`config.mk`:
```
export PLATFORM = sky130hd
export DESIGN_NAME = rx_ctrl
export DESIGN_NICKNAME = d
export VERILOG_FILES = /design/src/rtl/rx_defs_pkg.sv /design/src/rtl/rx_baud_tick.sv /design/src/rtl/rx_ctrl.sv
export SDC_FILE = /design/constraint.sdc
export NUM_CORES = 1
export LEC_CHECK = 0
export CORE_ASPECT_RATIO = 1.4
export CORE_UTILIZATION = 26
export DETAILED_ROUTE_END_ITERATION = 8
export GPL_ROUTABILITY_DRIVEN = 0
export HOLD_SLACK_MARGIN = 0.06
export PLACE_DENSITY = 0.53
export REMOVE_ABC_BUFFERS = 1
export SLEW_MARGIN = 25
export SYNTH_ARGS = -nofsm -noshare
export SYNTH_HDL_FRONTEND = slang
export SYNTH_SLANG_ARGS = --single-unit
```
`constraint.sdc`:
```
create_clock -name rx_clk -period 3.55 [get_ports rx_clk]
set_clock_uncertainty 0.1 [all_clocks]
set_input_delay 0.5325 -clock rx_clk [delete_from_list [all_inputs] [get_ports rx_clk]]
set_output_delay 0.5325 -clock rx_clk [all_outputs]
set_load 0.01 [all_outputs]
```
`src/rtl/rx_defs_pkg.sv`:
```
// rtl/rx_defs_pkg.sv - shared state encodings and frame constants for the UART receiver
// Contents: rx_state_t (RX_IDLE/RX_START/RX_DATA/RX_STOP), OVERSAMPLE, MID_SAMPLE, DATA_BITS.
package rx_defs;

    typedef enum logic [1:0] {
        RX_IDLE  = 2'd0,
        RX_START = 2'd1,
        RX_DATA  = 2'd2,
        RX_STOP  = 2'd3
    } rx_state_t;

    localparam int OVERSAMPLE = 16;
    localparam int MID_SAMPLE = 7;
    localparam int DATA_BITS  = 8;

endpackage

```
`src/rtl/rx_baud_tick.sv`:
```
// rtl/rx_baud_tick.sv - oversample prescaler producing a one-cycle tick every CLK_DIV cycles
// Ports: clk, rst_n (sync, active-low), en (count enable; counter held at 0 when low),
//        tick (high in the cycle the counter equals CLK_DIV-1).
module rx_baud_tick #(
    parameter int CLK_DIV = 27
) (
    input  logic clk,
    input  logic rst_n,
    input  logic en,
    output logic tick
);

    localparam logic [15:0] LAST = 16'(CLK_DIV - 1);

    logic [15:0] cnt;

    always_ff @(posedge clk) begin
        if (!rst_n || !en) begin
            cnt <= '0;
        end else if (cnt == LAST) begin
            cnt <= '0;
        end else begin
            cnt <= cnt + 16'd1;
        end
    end

    assign tick = en && (cnt == LAST);

endmodule

```
`src/rtl/rx_ctrl.sv`:
```
// rtl/rx_ctrl.sv - UART receive controller with 16x oversampling and a valid/ready holding register
// Ports: rx_clk, rx_rst_n (sync, active-low), rx_in (async serial line, idle high),
//        data_out/data_valid/data_ready (holding register handshake), frame_err (stop bit was 0),
//        overrun (sticky dropped-byte flag), err_clr (clears overrun), busy (frame in progress).
module rx_ctrl
    import rx_defs::*;
#(
    parameter int CLK_DIV = 27
) (
    input  logic       rx_clk,
    input  logic       rx_rst_n,
    input  logic       rx_in,
    output logic [7:0] data_out,
    output logic       data_valid,
    input  logic       data_ready,
    output logic       frame_err,
    output logic       overrun,
    input  logic       err_clr,
    output logic       busy
);

    localparam int OS_W = $clog2(OVERSAMPLE);

    rx_state_t       state;
    rx_state_t       state_next;
    logic            sync1;
    logic            rxs;
    logic            tick;
    logic [OS_W-1:0] os_cnt;
    logic [2:0]      bit_cnt;
    logic [7:0]      shreg;
    logic            sample;
    logic            load;
    logic            accept;

    rx_baud_tick #(.CLK_DIV(CLK_DIV)) u_baud (
        .clk   (rx_clk),
        .rst_n (rx_rst_n),
        .en    (state != RX_IDLE),
        .tick  (tick)
    );

    // Mid-bit sample point: the 8th tick of each 16-tick bit window.
    assign sample = tick && (os_cnt == OS_W'(MID_SAMPLE));
    assign load   = sample && (state == RX_STOP);
    assign accept = data_valid && data_ready;

    always_ff @(posedge rx_clk) begin
        if (!rx_rst_n) begin
            state <= RX_IDLE;
        end else begin
            state <= state_next;
        end
    end

    always_comb begin
        state_next = state;
        case (state)
            RX_IDLE:  if (!rxs) state_next = RX_START;
            RX_START: if (sample) state_next = rxs ? RX_IDLE : RX_DATA;
            RX_DATA:  if (sample && bit_cnt == 3'(DATA_BITS - 1)) state_next = RX_STOP;
            // Leaving at mid-stop gives half a bit of slack to catch the next start edge.
            RX_STOP:  if (sample) state_next = RX_IDLE;
            default:  state_next = RX_IDLE;
        endcase
    end

    always_ff @(posedge rx_clk) begin
        if (!rx_rst_n) begin
            sync1      <= 1'b1;
            rxs        <= 1'b1;
            os_cnt     <= '0;
            bit_cnt    <= '0;
            shreg      <= '0;
            data_out   <= '0;
            data_valid <= 1'b0;
            frame_err  <= 1'b0;
            overrun    <= 1'b0;
            busy       <= 1'b0;
        end else begin
            sync1 <= rx_in;
            rxs   <= sync1;
            busy  <= (state_next != RX_IDLE);

            if (state == RX_IDLE) begin
                os_cnt <= '0;
            end else if (tick) begin
                os_cnt <= os_cnt + OS_W'(1);
            end

            if (state == RX_START && sample) begin
                bit_cnt <= '0;
            end else if (state == RX_DATA && sample) begin
                // LSB arrives first, so shift in from the top.
                shreg   <= {rxs, shreg[7:1]};
                bit_cnt <= bit_cnt + 3'd1;
            end

            // A same-cycle accept frees the register, so the new byte may replace it.
            if (load && (!data_valid || data_ready)) begin
                data_out   <= shreg;
                data_valid <= 1'b1;
                frame_err  <= ~rxs;
            end else if (accept) begin
                data_valid <= 1'b0;
            end

            // Setting has priority over err_clr so a drop in the clear cycle is not lost.
            if (load && data_valid && !data_ready) begin
                overrun <= 1'b1;
            end else if (err_clr) begin
                overrun <= 1'b0;
            end
        end
    end

endmodule

```
==> out/results.ini, run 1 <==
[outcome]
status=complete, no violations

[grt]
antenna_found_initial=0
busiest_layer=met2
grt_max_degree=22
grt_pass1_wl_um=6820
track_usage=0.104
grt_pass1_vias=1551
use_met3=0.0213
met1_usage=0.117
grt.overflow.total=0
grt_use_met2=0.180

[sta]
setup_tns_ps=0
fmax_mhz=442
hold_viol_final=0
slew_violations=0
relSlewSlack=0.453
period_minus_slack_ps=2260
worst_slew_pin_slew_ps=815
min_period_over_period=0.638
setup_violations=0
rsz0062_at_grt=false

[run]
cap_violations=0

[power]
power.density_mw_per_mm2=364
vdd_ir_drop_max_mv=0.167
power_mw=0.861
p_leak_nw=0.799

[detailed_routing]
drt_iter0_drc=50
drc=0
drt-vias-per-instance=4.76
ant_nets=0
drt_wl_total_um=3930
first_pass_iters=4
num_vias=1593
wire_per_inst_um=11.7

[logic_synthesis]
netlist_instances=223
synthArstFlopShare=0
synth-seq-area-share=0.458
ys_seq_elements=47
syn_area_per_cell_um2=9.22
synth_top_area_share=0.458
synth_top_cell_by_area=dfxtp_1
synth_cell_types=37
ys_warn_count=0
ys.flop_type=dfxtp_1
synthesis.area_mm2=0.00206
synth.area.top_cells=dfxtp_1, mux2i_1, xor2_1, a21oi_1, nand2_1
synth_edf_count=0

[worst_setup_path]
reg2reg_slack_ps=1290
startpoint_type=flip-flop
cp-end-kind=flip-flop
worstSetupPathType=reg -> reg
cp.required_ps=3670
crit_path_max_fanout=13
worstPathArrival_ps=2380

[clock_tree]
path_clk_slew_ps=80
ctsResizeCount=0
cts_buffers=5
insertion_delay_ps=300
htreeDepth=2
clock-root-buffer=clkbuf_8
cts_sinks=47
cts.hold.buffers_added=0
cts_setup_buffers=0
clock_path_buffers=2
cts_tree=yes

[finish]
nets=244
design_area_mm2=0.00237
drive_gt1_frac=0.0596
post-route-util=0.307
n_antenna_cell=0
syn_to_final_growth_pct=15.1
fillers=840

[die]
dieWidth_um=77.2
die_y_um=107
start_util=0.267
io_pins=17
placementRows=38
coreArea_mm2=0.00770
die_area_mm2=0.00827

[min_path]
hold_class=reg -> reg

[place]
portBuffers=16
dpl.hpwl_um=2790
placed_area_mm2=0.00228

-- worst max-delay path, stage by stage, from the launching register on --
cell	delay, ps
dfxtp_1	340
inv_1	60
ha_1	140
nor3b_1	340
nand4_2	380
nor3_4	560
mux2i_1	260
-- Yosys cell counts (3+ instances only) --
library cell / instances
xor2_1: 9
xnor2_1: 3
or3_1: 6
nor2_1: 17
nand2b_1: 3
dfxtp_1: 47
nand3_1: 15
ha_1: 5
a21oi_1: 15
buf_2: 3
nor3_1: 4
nand4_1: 5
inv_1: 4
and4_1: 3
nor3b_1: 4
clkbuf_1: 9
o21ai_0: 14
nand2_1: 20
mux2i_1: 9
-- state kept, by name (all words and copies together), names as in the netlist, 2 cells and up --
name	flops
u_baud.cnt	16
data_out	8
shreg	8
os_cnt	4
bit_cnt	3
state	2
-- layout by cell type, fill, tap and decap left out, types with 2 or more instances in the layout --
master,count
and4_1,3
o21a_1,2
nor3b_1,4
a21oi_1,15
nor4_4,2
and3_1,2
o21ai_0,14
ha_1,5
a22oi_1,2
dfxtp_1,47
or4_1,2
and2_1,2
a31oi_1,2
nand4_1,5
clkbuf_1,2
nand2_1,20
or3_1,6
buf_4,2
o22ai_1,2
nor2_1,17
o31ai_1,2
xnor2_1,3
nand2b_1,3
mux2i_1,9
nand3_1,15
nor3_1,4
inv_1,4
clkbuf_8,5
clkdlybuf4s50_1,16
xor2_1,9
-- cells by family (layout without fill, tap and decap cells) --
group / after synthesis / after routing / share of synthesized area
simple gates: 91 / 91 / 0.261
flops: 47 / 47 / 0.458
compound gates: 41 / 41 / 0.114
buf+inv: 18 / 30 / 0.0420
xor+xnor: 12 / 12 / 0.0511
mux: 9 / 9 / 0.0438
fa+ha+maj: 5 / 5 / 0.0304
-- cell type report --
cell class | count | area [um2] | area share
well taps | 100 | 125 | 0.0529
inverters | 4 | 15.0 | 0.00635
clock buffers | 7 | 76.3 | 0.0323
repair buffers | 18 | 175 | 0.0740
multi-input cells | 158 | 1030 | 0.435
clock inverters | 1 | 5.00 | 0.00212
flip-flops and latches | 47 | 941 | 0.398
-- metrics by stage --
| stage | hold WS, ps | setup WS (ps) | cells |
|---|---|---|---|
| final | 314 | 1290 | 335 |
| after global placement | 289 | 1210 | 327 |
| after detailed placement | 300 | 1180 | 327 |
| after CTS | 322 | 1240 | 335 |
| after global routing | 345 | 1120 | 335 |
| after floorplan | 286 | 1570 | 209 |
-- metal layers --
| metal | share of wire | up-vias |
|---|---|---|
| met2 | 0.51 | 16 |
| met1 | 0.45 | 764 |
| met5 | 0 | - |
| li1 | - | 807 |
| met3 | 0.023 | 6 |
| met4 | 0.019 | 0 |
-- path summary, 6_finish.rpt --
check / start / cells after the start / endpoint
worst max-delay path: u_baud.cnt[0]$_SDFF_PP0_ / 6 / shreg[0]$_SDFFE_PN0P_
worst min-delay path: sync1$_SDFF_PN1_ / 1 / rxs$_SDFF_PN1_
worst max register to register: u_baud.cnt[0]$_SDFF_PP0_ / 6 / shreg[0]$_SDFFE_PN0P_
worst min register to register: sync1$_SDFF_PN1_ / 1 / rxs$_SDFF_PN1_
-- report_power, final --
part	leakage, nW	internal (mW)	switching [mW]
clock	0.0422	0.138	0.171
combinational	0.378	0.00855	0.0107
sequential	0.379	0.529	0.00284
total	0.799	0.676	0.184
Note: power is estimated with default switching activity, not from simulation.
==> run 2, diff against run 1 <==
Settings changed: PLACE_DENSITY 0.53 to 0.55.
Clock period 3.55 ns to 1.8 ns, I/O delays scaled along.
==> out/results.ini, run 2 (same netlist as run 1, synthesis figures left out) <==
[outcome]
status=complete, no violations  ; unchanged

[detailed_routing]
drt-vias-per-instance=4.66  ; was 4.76
first_pass_iters=4  ; unchanged
wire_per_inst_um=11.9  ; was 11.7 um
drt_wl_total_um=4310  ; was 3930 um
drt_iter0_drc=79  ; was 50
num_vias=1686  ; was 1593
drc=0  ; unchanged
ant_nets=0  ; unchanged

[die]
dieWidth_um=77.2  ; unchanged
die_y_um=107  ; unchanged
start_util=0.267  ; unchanged
coreArea_mm2=0.00770  ; unchanged
placementRows=38  ; unchanged
io_pins=17  ; unchanged
die_area_mm2=0.00827  ; unchanged

[finish]
n_antenna_cell=0  ; unchanged
largest_register_ffs=16  ; unchanged
seq_area_um2=946  ; was 941 um2
largest_register=u_baud.cnt  ; unchanged
nets=271  ; was 244
drive_gt1_frac=0.210  ; was 0.0596
syn_to_final_growth_pct=30.7  ; was 15.1%
final_cell_mix=dfxtp_1, buf_4, nand2_1  ; was dfxtp_1, nand2_1, nor2_1
fillers=809  ; was 840
final_common_cell=dfxtp_1  ; unchanged
post-route-util=0.349  ; was 0.307
multiInputGateArea_mm2=0.00108  ; was 0.00103 mm2
reg.largest.list=u_baud.cnt x16, data_out x8, shreg x8  ; unchanged

[grt]
track_usage=0.111  ; was 0.104
antenna_found_initial=0  ; unchanged
grt_max_degree=17  ; was 22
grt_pass1_vias=1667  ; was 1551
grt.overflow.total=0  ; unchanged
grt_pass1_wl_um=7290  ; was 6820 um

[worst_setup_path]
worstSetupPathType=reg -> reg  ; unchanged
cp.required_ps=1920  ; was 3670 ps
crit_path_max_fanout=5  ; was 13
cp-end-kind=flip-flop  ; unchanged
worstPathArrival_ps=1870  ; was 2380 ps
startpoint_type=flip-flop  ; unchanged

[sta]
relSlewSlack=0.768  ; was 0.453
hold_viol_final=0  ; unchanged
setup_violations=0  ; unchanged
period_minus_slack_ps=1750  ; was 2260 ps
min_period_over_period=0.972  ; was 0.638
rsz0062_at_grt=true  ; was false
fmax_mhz=572  ; was 442 MHz
worst_slew_pin_slew_ps=348  ; was 815 ps
slew_violations=0  ; unchanged

[clock_tree]
cts_sinks=47  ; unchanged
clock-root-buffer=clkbuf_8  ; unchanged
insertion_delay_ps=300  ; about the same
cts.hold.buffers_added=0  ; unchanged
path_clk_slew_ps=90  ; was 80 ps
clock_path_buffers=2  ; unchanged
htreeDepth=2  ; unchanged
cts_buffers=5  ; unchanged
cts_tree=yes  ; unchanged

[power]
seqPwrFrac=0.588  ; was 0.618
net-switching-power_mw=0.398  ; was 0.184 mW
power_mw=1.78  ; was 0.861 mW
p_sw_frac=0.223  ; was 0.214
vdd_ir_drop_max_mv=0.452  ; was 0.167 mV
p_comb_frac=0.029  ; was 0.022
p_leak_nw=0.962  ; was 0.799 nW
clkPwrFrac=0.383  ; was 0.359
power.internal_mw=1.38  ; was 0.676 mW
power.density_mw_per_mm2=663  ; was 364 mW/mm2

[run]
cap_violations=0  ; unchanged

[place]
dpl.hpwl_um=3180  ; was 2790 um
portBuffers=16  ; unchanged

[min_path]
hold_class=reg -> reg  ; unchanged

## run 2: cell count changes in the layout (fill, tap and decap cells not counted), moves of 2 or more
cell and delta:
buf_6 +2, buf_4 +22, nor3_1 -2, buf_12 +3
dfxtp_2 +4, dfxtp_1 -4, ha_1 -2, nor3_2 +2
clkbuf_1 -2
## run 2: cell type report
class                      count  area share
clock buffer                   6      0.0307
clock inverter                 2     0.00605
inverter                       4     0.00559
multi-input combinational    158       0.401
sequential                    47       0.352
tap                          100      0.0466
timing repair buffer          45       0.157
## run 2: stage by stage
stage | instance area (um2) | hold WS (ps) | cells | worst slack [ps] | setup TNS, ps
after floorplan | 1980 | 243 | 209 | -185 | -2450
after global placement | 2520 | 293 | 353 | -5.36 | -7.05
after detailed placement | 2520 | 296 | 353 | -106 | -529
after CTS | 2650 | 319 | 362 | 11.1 | 0
after global routing | 2690 | 335 | 362 | -34.7 | -81.5
final | 2690 | 315 | 362 | 50.6 | 0
## run 2: power by group through the flow
stage,sequential [mW],clock (mW),combinational [mW]
final,1.05,0.682,0.0523
after global routing,1.05,0.752,0.0572
after CTS,1.05,0.711,0.0519
after detailed placement,1.07,0,0.0514
after global placement,1.07,0,0.0514
after floorplan,1.07,0,0.0144
## run 2: final timing paths
path,start,end,slack [ps],cells after the start
min,sync1$_SDFF_PN1_,rxs$_SDFF_PN1_,320,1
max,u_baud.cnt[0]$_SDFF_PP0_,bit_cnt[0]$_SDFFE_PP0P_,50,6
min reg2reg,sync1$_SDFF_PN1_,rxs$_SDFF_PN1_,320,1
max reg2reg,u_baud.cnt[0]$_SDFF_PP0_,bit_cnt[0]$_SDFFE_PP0P_,50,6
## run 2: critical path: stages, from the launching register on
cell	delay [ps]
dfxtp_2	330
inv_2	60
ha_4	110
nor3b_4	230
nand4_4	160
or4_1	520
a31oi_1	160
## run 2: routing by layer
| metal | share of wire | GRT usage | wire length, um | up-vias |
|---|---|---|---|---|
| li1 | - | - | - | 858 |
| met5 | 0 | 0 | 0 | - |
| met1 | 0.46 | 0.124 | 1960 | 798 |
| met4 | 0.022 | 0.0526 | 93 | 0 |
| met2 | 0.50 | 0.198 | 2140 | 21 |
| met3 | 0.025 | 0.0230 | 106 | 9 |
## run 2: timing repair
item,4_1_cts,5_1_grt
gates resized for setup,4,14
endpoints found under the hold margin,0,0
setup buffers,1,0
endpoints found under the setup margin,17,27
pin swaps,2,3
